### src/rtl/csr_trap_unit.sv
// Machine-mode CSR file plus trap/MRET sequencer; arbitrates exceptions,
// level interrupts and MRET, and hands the new PC to fetch over valid/ready.
module csr_trap_unit #(
    parameter int               XLEN        = 64,
    parameter int               NUM_IRQ     = 16,
    parameter int               VEC_EN      = 1,
    parameter logic [XLEN-1:0]  MTVEC_RESET = '0
) (
    input  logic                CLK,
    input  logic                RESET_N,
    input  logic                CSR_EN,
    input  logic [1:0]          CSR_OP,
    input  logic [11:0]         CSR_ADDR,
    input  logic [XLEN-1:0]     CSR_WDATA,
    output logic [XLEN-1:0]     CSR_RDATA,
    output logic                CSR_ILLEGAL,
    input  logic                RETIRE,
    input  logic                EXC_REQ,
    input  logic [XLEN-2:0]     EXC_CAUSE,
    input  logic [XLEN-1:0]     EXC_PC,
    input  logic [XLEN-1:0]     EXC_TVAL,
    input  logic [XLEN-1:0]     INT_PC,
    input  logic [NUM_IRQ-1:0]  IRQ,
    input  logic                MRET_REQ,
    output logic                REDIRECT_VALID,
    input  logic                REDIRECT_READY,
    output logic [XLEN-1:0]     REDIRECT_PC,
    output logic                BUSY,
    output logic [1:0]          PRIV
);

    localparam int IDXW = (NUM_IRQ > 1) ? $clog2(NUM_IRQ) : 1;

    localparam logic [11:0] A_MSTATUS  = 12'h300;
    localparam logic [11:0] A_MIE      = 12'h304;
    localparam logic [11:0] A_MTVEC    = 12'h305;
    localparam logic [11:0] A_MSCRATCH = 12'h340;
    localparam logic [11:0] A_MEPC     = 12'h341;
    localparam logic [11:0] A_MCAUSE   = 12'h342;
    localparam logic [11:0] A_MTVAL    = 12'h343;
    localparam logic [11:0] A_MIP      = 12'h344;
    localparam logic [11:0] A_MCYCLE   = 12'hB00;
    localparam logic [11:0] A_MINSTRET = 12'hB02;

    // With vectoring disabled the mode field is hardwired to direct.
    localparam logic [XLEN-1:0] MTVEC_WMASK = (VEC_EN != 0) ? '1 : ~XLEN'(3);

    typedef enum logic [1:0] {IDLE, SAVE, REDIRECT} state_t;

    state_t                 state;
    logic                   status_mie;
    logic                   status_mpie;
    logic [1:0]             status_mpp;
    logic [NUM_IRQ-1:0]     mie_q;
    logic [NUM_IRQ-1:0]     mip_q;
    logic [XLEN-1:0]        mtvec_q;
    logic [XLEN-1:0]        mscratch_q;
    logic [XLEN-1:0]        mepc_q;
    logic [XLEN-1:0]        mcause_q;
    logic [XLEN-1:0]        mtval_q;
    logic [XLEN-1:0]        mcycle_q;
    logic [XLEN-1:0]        minstret_q;
    logic                   trap_irq_q;
    logic [IDXW-1:0]        trap_idx_q;

    logic                   mapped;
    logic                   ro_write;
    logic [XLEN-1:0]        wval;
    logic                   is_idle;
    logic                   irq_pend;
    logic [IDXW-1:0]        irq_idx;
    logic [NUM_IRQ-1:0]     irq_act;
    logic                   take_exc;
    logic                   take_irq;
    logic                   take_mret;
    logic                   csr_we;
    logic [XLEN-1:0]        trap_target;

    // Read mux reflects the pre-update value of the addressed CSR.
    always_comb begin
        CSR_RDATA = '0;
        mapped    = 1'b1;
        case (CSR_ADDR)
            A_MSTATUS: begin
                CSR_RDATA[3]     = status_mie;
                CSR_RDATA[7]     = status_mpie;
                CSR_RDATA[12:11] = status_mpp;
            end
            A_MIE:      CSR_RDATA[NUM_IRQ-1:0] = mie_q;
            A_MTVEC:    CSR_RDATA = mtvec_q;
            A_MSCRATCH: CSR_RDATA = mscratch_q;
            A_MEPC:     CSR_RDATA = mepc_q;
            A_MCAUSE:   CSR_RDATA = mcause_q;
            A_MTVAL:    CSR_RDATA = mtval_q;
            A_MIP:      CSR_RDATA[NUM_IRQ-1:0] = mip_q;
            A_MCYCLE:   CSR_RDATA = mcycle_q;
            A_MINSTRET: CSR_RDATA = minstret_q;
            default:    mapped = 1'b0;
        endcase
    end

    always_comb begin
        case (CSR_OP)
            2'b01:   wval = CSR_WDATA;
            2'b10:   wval = CSR_RDATA | CSR_WDATA;
            2'b11:   wval = CSR_RDATA & ~CSR_WDATA;
            default: wval = CSR_RDATA;
        endcase
    end

    // Set/clear of mip with a zero mask is a pure read and stays legal.
    assign ro_write    = (CSR_ADDR == A_MIP) &&
                         ((CSR_OP == 2'b01) || (CSR_OP[1] && (CSR_WDATA != '0)));
    assign CSR_ILLEGAL = CSR_EN && (!mapped || ro_write);

    assign irq_act  = mip_q & mie_q;
    assign irq_pend = status_mie && (irq_act != '0);

    // Scan from the top so the lowest active index is the last assignment.
    always_comb begin
        irq_idx = '0;
        for (int i = NUM_IRQ - 1; i >= 0; i--) begin
            if (irq_act[i]) irq_idx = IDXW'(i);
        end
    end

    assign is_idle   = (state == IDLE);
    assign take_exc  = is_idle && EXC_REQ;
    assign take_irq  = is_idle && !EXC_REQ && irq_pend;
    assign take_mret = is_idle && !EXC_REQ && !irq_pend && MRET_REQ;
    assign csr_we    = CSR_EN && is_idle && !(take_exc || take_irq || take_mret) &&
                       (CSR_OP != 2'b00) && !CSR_ILLEGAL;
    assign BUSY      = !is_idle;

    assign trap_target = {mtvec_q[XLEN-1:2], 2'b00} +
                         ((trap_irq_q && (mtvec_q[1:0] == 2'b01)) ?
                          (XLEN'(trap_idx_q) << 2) : '0);

    always_ff @(posedge CLK or negedge RESET_N) begin
        if (!RESET_N) begin
            state          <= IDLE;
            status_mie     <= 1'b0;
            status_mpie    <= 1'b0;
            status_mpp     <= 2'b00;
            mie_q          <= '0;
            mip_q          <= '0;
            mtvec_q        <= MTVEC_RESET & MTVEC_WMASK;
            mscratch_q     <= '0;
            mepc_q         <= '0;
            mcause_q       <= '0;
            mtval_q        <= '0;
            mcycle_q       <= '0;
            minstret_q     <= '0;
            trap_irq_q     <= 1'b0;
            trap_idx_q     <= '0;
            PRIV           <= 2'b11;
            REDIRECT_VALID <= 1'b0;
            REDIRECT_PC    <= '0;
        end else begin
            mip_q <= IRQ;

            if (csr_we && CSR_ADDR == A_MCYCLE)   mcycle_q <= wval;
            else                                  mcycle_q <= mcycle_q + 1'b1;
            if (csr_we && CSR_ADDR == A_MINSTRET) minstret_q <= wval;
            else if (RETIRE)                      minstret_q <= minstret_q + 1'b1;

            if (csr_we) begin
                case (CSR_ADDR)
                    A_MSTATUS: begin
                        status_mie  <= wval[3];
                        status_mpie <= wval[7];
                        if (wval[12:11] == 2'b00 || wval[12:11] == 2'b11)
                            status_mpp <= wval[12:11];
                    end
                    A_MIE:      mie_q      <= wval[NUM_IRQ-1:0];
                    A_MTVEC:    mtvec_q    <= wval & MTVEC_WMASK;
                    A_MSCRATCH: mscratch_q <= wval;
                    A_MEPC:     mepc_q     <= {wval[XLEN-1:2], 2'b00};
                    A_MCAUSE:   mcause_q   <= wval;
                    A_MTVAL:    mtval_q    <= wval;
                    default: ;
                endcase
            end

            case (state)
                IDLE: begin
                    if (take_exc) begin
                        mepc_q     <= {EXC_PC[XLEN-1:2], 2'b00};
                        mcause_q   <= {1'b0, EXC_CAUSE};
                        mtval_q    <= EXC_TVAL;
                        trap_irq_q <= 1'b0;
                        state      <= SAVE;
                    end else if (take_irq) begin
                        mepc_q     <= {INT_PC[XLEN-1:2], 2'b00};
                        mcause_q   <= {1'b1, (XLEN-1)'(irq_idx)};
                        mtval_q    <= '0;
                        trap_irq_q <= 1'b1;
                        trap_idx_q <= irq_idx;
                        state      <= SAVE;
                    end else if (take_mret) begin
                        status_mie     <= status_mpie;
                        status_mpie    <= 1'b1;
                        PRIV           <= status_mpp;
                        status_mpp     <= 2'b00;
                        REDIRECT_PC    <= mepc_q;
                        REDIRECT_VALID <= 1'b1;
                        state          <= REDIRECT;
                    end
                end
                SAVE: begin
                    status_mpie    <= status_mie;
                    status_mie     <= 1'b0;
                    status_mpp     <= PRIV;
                    PRIV           <= 2'b11;
                    REDIRECT_PC    <= trap_target;
                    REDIRECT_VALID <= 1'b1;
                    state          <= REDIRECT;
                end
                REDIRECT: begin
                    if (REDIRECT_READY) begin
                        REDIRECT_VALID <= 1'b0;
                        state          <= IDLE;
                    end
                end
                default: state <= IDLE;
            endcase
        end
    end

endmodule

### config.mk
export PLATFORM = sky130hd
export DESIGN_NAME = csr_trap_unit
export DESIGN_NICKNAME = d
export VERILOG_FILES = /design/src/rtl/csr_trap_unit.sv
export SDC_FILE = /design/constraint.sdc
export NUM_CORES = 2
export LEC_CHECK = 0
export CORE_MARGIN = 3
export CORE_UTILIZATION = 54
export DETAILED_ROUTE_END_ITERATION = 6
export DONT_BUFFER_PORTS = 1
export GPL_TIMING_DRIVEN = 0
export PLACE_DENSITY = 0.7
export SYNTH_ARGS = -nofsm -noshare
export SYNTH_HDL_FRONTEND = slang
export SYNTH_SLANG_ARGS = --single-unit
export TNS_END_PERCENT = 30
### constraint.sdc
create_clock -name CLK -period 6.9 [get_ports CLK]
set_input_delay 1.725 -clock CLK [delete_from_list [all_inputs] [get_ports CLK]]
set_output_delay 1.725 -clock CLK [all_outputs]
set_load 0.02 [all_outputs]
==> flow_metrics.py <==
metrics = {
    "status": {
        "status": "complete, but fails checks",
        "violations": "DRC, capacitance limit, slew limit",
    },
    "setup_path": {
        "r2r_setup_slack_ps": 2060,
        "regToRegEndpoint": "mtvec_q[41]",
        "start_kind": "input pin",
        "crit_path_end_kind": "primary output",
        "crit_chain": "buf_2 > or4b_2 > nor3_1 > a222oi_1 > nand4_1",
        "cp.required_ps": 5180,
        "arrival_ps": 4880,
        "cp_slowest_cell": "nor3_1",
        "timing.rr.start": "mie_q[10]",
        "critPathMaxStageDelay_ps": 1050,
        "cp_max_fo": 10,
        "r2r_cells": 10,
        "path_class": "input pin to primary output",
    },
    "grt": {
        "antenna_found_initial": 16,
        "grt_max_degree": 559,
        "track_usage_pct": 54.0,
        "grt_pass1_vias": 33133,
        "grt-ovfl-total": 0,
        "grt_first_pass_wirelength_um": 242000,
    },
    "sta": {
        "worst_slew_pin_slew_ps": 2600,
        "slew_headroom_pct": -73.4,
        "period_share_pct": 95.7,
        "rsz0062_at_grt": "no",
        "max_freq_mhz": 151,
        "fin_worst_skew_ps": 32.0,
        "finalHoldViolations": 0,
        "finalSetupTns_ps": 0,
        "fin_crit_ps": 6600,
        "drv_slew": 425,
        "setup_viol": 0,
    },
    "logic_synthesis": {
        "yosys.area.top_type_share_pct": 43.4,
        "synth-edff-count": 0,
        "ys_async_sr_fraction_pct": 100,
        "netlist_area_mm2": 0.0320,
        "synth_cells": 3722,
        "seq_area_frac_synth_pct": 43.6,
        "avgSynthCellArea_um2": 8.61,
        "ys_top_cells_by_count": "556 x dfrtp_1, 556 x nand2_1, 390 x nor2_1",
        "yosysWarnings": 0,
        "synth.area.top_cells": "dfrtp_1 43%, nand2_1 6.5%, o21ai_0 5.5%",
        "ys_types": 93,
        "ys_ff_latch": 558,
        "synth_top_area_cell": "dfrtp_1",
        "synth_nets": 4085,
        "ys.flop_type": "dfrtp_1",
    },
    "clock_tree": {
        "cts_buffer_depth": 3,
        "cts-root-buf": "clkbuf_16",
        "clkTransAtPathRegs_ps": 60,
        "insertion_delay_ps": 640,
        "ctsHoldBuffers": 0,
        "clock-sinks": 558,
        "numCtsBuffers": 66,
        "post_cts_resized": 0,
        "ctsHtreeMaxLevel": 3,
        "cts_tree": "built",
        "post_cts_buffers": 0,
    },
    "cells_and_area": {
        "area_delta_synth_final_pct": 10.3,
        "drive_above_1_share_pct": 7.19,
        "fillCellCount": 5285,
        "utilization_pct": 60.8,
        "finalNetCount": 4163,
    },
    "detailed_routing": {
        "drt_iter0_drc": 6623,
        "vias": 35190,
        "drt_pre_antenna_iters": 7,
        "drc": 5,
        "wl_per_cell_um": 37.7,
        "via_per_inst": 7.60,
        "ant_nets": 0,
        "wirelength_um": 175000,
    },
    "floorplanning": {
        "ios": 489,
        "core_area_mm2": 0.0581,
        "fp.dieH_um": 250,
        "rows": 88,
        "die_w_um": 250,
        "fp.dieArea_mm2": 0.0623,
        "initial_utilization_pct": 55.1,
    },
    "hold_path": {
        "hold_depth": 2,
        "hold_end": "mscratch_q[9]",
        "min_path_type": "flip-flop to flip-flop",
        "holdCritStartpoint": "mscratch_q[9]",
    },
    "power": {
        "power_density_mw_per_mm2": 310,
        "ir_worst_vdd_mv": 0.270,
        "p_leak_nw": 14.8,
    },
    "place": {
        "dpl.hpwl_um": 129000,
        "place_congestion": 1.05,
        "portBuffers": 0,
    },
    "job": {
        "drv_cap": 4,
    },
}
sequential cells by signal (all words and copies together) (netlist names), 16 cells and up:
name and count:
mepc_q 64, mie_q 16, minstret_q 64, mtval_q 64
mcycle_q 64, mip_q 16, mcause_q 64, mscratch_q 64
mtvec_q 64, REDIRECT_PC 64
worst max-delay path: cells and delay by family:
kind | cells | cell delay (ps)
compound gates | 1 | 550
simple gates | 3 | 2410
buf+inv | 1 | 180
report_power, final:
group          switching (W)  leakage (nW)  internal (W)  total, W
Sequential           0.00107          7.27       0.00401   0.00508
Clock                0.00157          1.09       0.00213   0.00370
Combinational        0.00145          6.42      0.000720   0.00218
Total                0.00410          14.8       0.00686    0.0110
cell usage in the layout, fill, tap and decap left out, drive strengths merged, types with 13 or more instances in the layout:
cell | Yosys | final
a21oi | 142 | 142
a221o | 46 | 46
a221oi | 48 | 48
a222oi | 107 | 107
a22o | 21 | 21
a22oi | 91 | 91
a31oi | 37 | 37
a32oi | 29 | 29
a41oi | 46 | 46
and2 | 21 | 21
and3 | 45 | 45
and4 | 24 | 24
buf | 97 | 106
clkbuf | 194 | 293
clkinv | 1 | 13
dfrtp | 556 | 556
diode | 0 | 13
inv | 36 | 40
mux2 | 46 | 46
mux2i | 24 | 24
nand2 | 558 | 558
nand3 | 134 | 134
nand4 | 82 | 82
nor2 | 391 | 391
nor3 | 48 | 48
nor4 | 53 | 53
o21ai | 520 | 520
xnor2 | 97 | 97
xor2 | 84 | 84
worst max path at each step:
stage / start / to / depth (start not counted)
floorplan: CSR_ADDR[11] / CSR_RDATA[19] / 8
global route: CSR_ADDR[0] / CSR_RDATA[5] / 5
global placement: CSR_ADDR[11] / mie_q[9] / 9
CTS: CSR_ADDR[0] / CSR_RDATA[5] / 5
finish: CSR_ADDR[0] / CSR_RDATA[9] / 5
detailed placement: CSR_ADDR[0] / CSR_RDATA[5] / 5
cell type report:
cell class | count | area, um^2 | share of cell area [%]
inverters | 37 | 139 | 0.393
multi-input cells | 2836 | 16700 | 47.2
repair buffers | 10 | 72.6 | 0.205
diodes | 13 | 32.5 | 0.0921
flip-flops and latches | 558 | 14000 | 39.5
clock buffers | 98 | 1950 | 5.53
clock inverters | 21 | 249 | 0.705
plain buffers | 291 | 1280 | 3.63
well taps | 765 | 957 | 2.71
cell families after synthesis:
| logic type | Yosys count | synth area share, % |
|---|---|---|
| flops | 558 | 43.6 |
| compound gates | 1163 | 24.0 |
| fa+ha+maj | 7 | 0.297 |
| simple gates | 1415 | 20.4 |
| buf+inv | 328 | 4.43 |
| xor+xnor | 181 | 4.95 |
| mux | 70 | 2.37 |
per-layer routing:
layer / up-vias / global-route usage, % / part of all wire (%)
li1: 13936 / - / -
met1: 16976 / 65.6 / 34
met2: 3341 / 73.5 / 39
met3: 919 / 27.0 / 17
met4: 18 / 39.3 / 9.4
met5: - / 0 / 0.16
metrics by stage:
stage / setup WS [ps] / total power [W] / hold slack (ps) / std cells / instance area [um^2]
after floorplan: 1710 / 0.00594 / 441 / 3722 / 32000
final: 295 / 0.0110 / 483 / 4629 / 35300
after global placement: -222 / 0.00703 / 453 / 4487 / 33000
after CTS: 597 / 0.0107 / 476 / 4616 / 35300
after global routing: 476 / 0.0111 / 488 / 4618 / 35300
after detailed placement: 597 / 0.00708 / 463 / 4497 / 33100
Note: power is estimated with default switching activity, not from simulation.
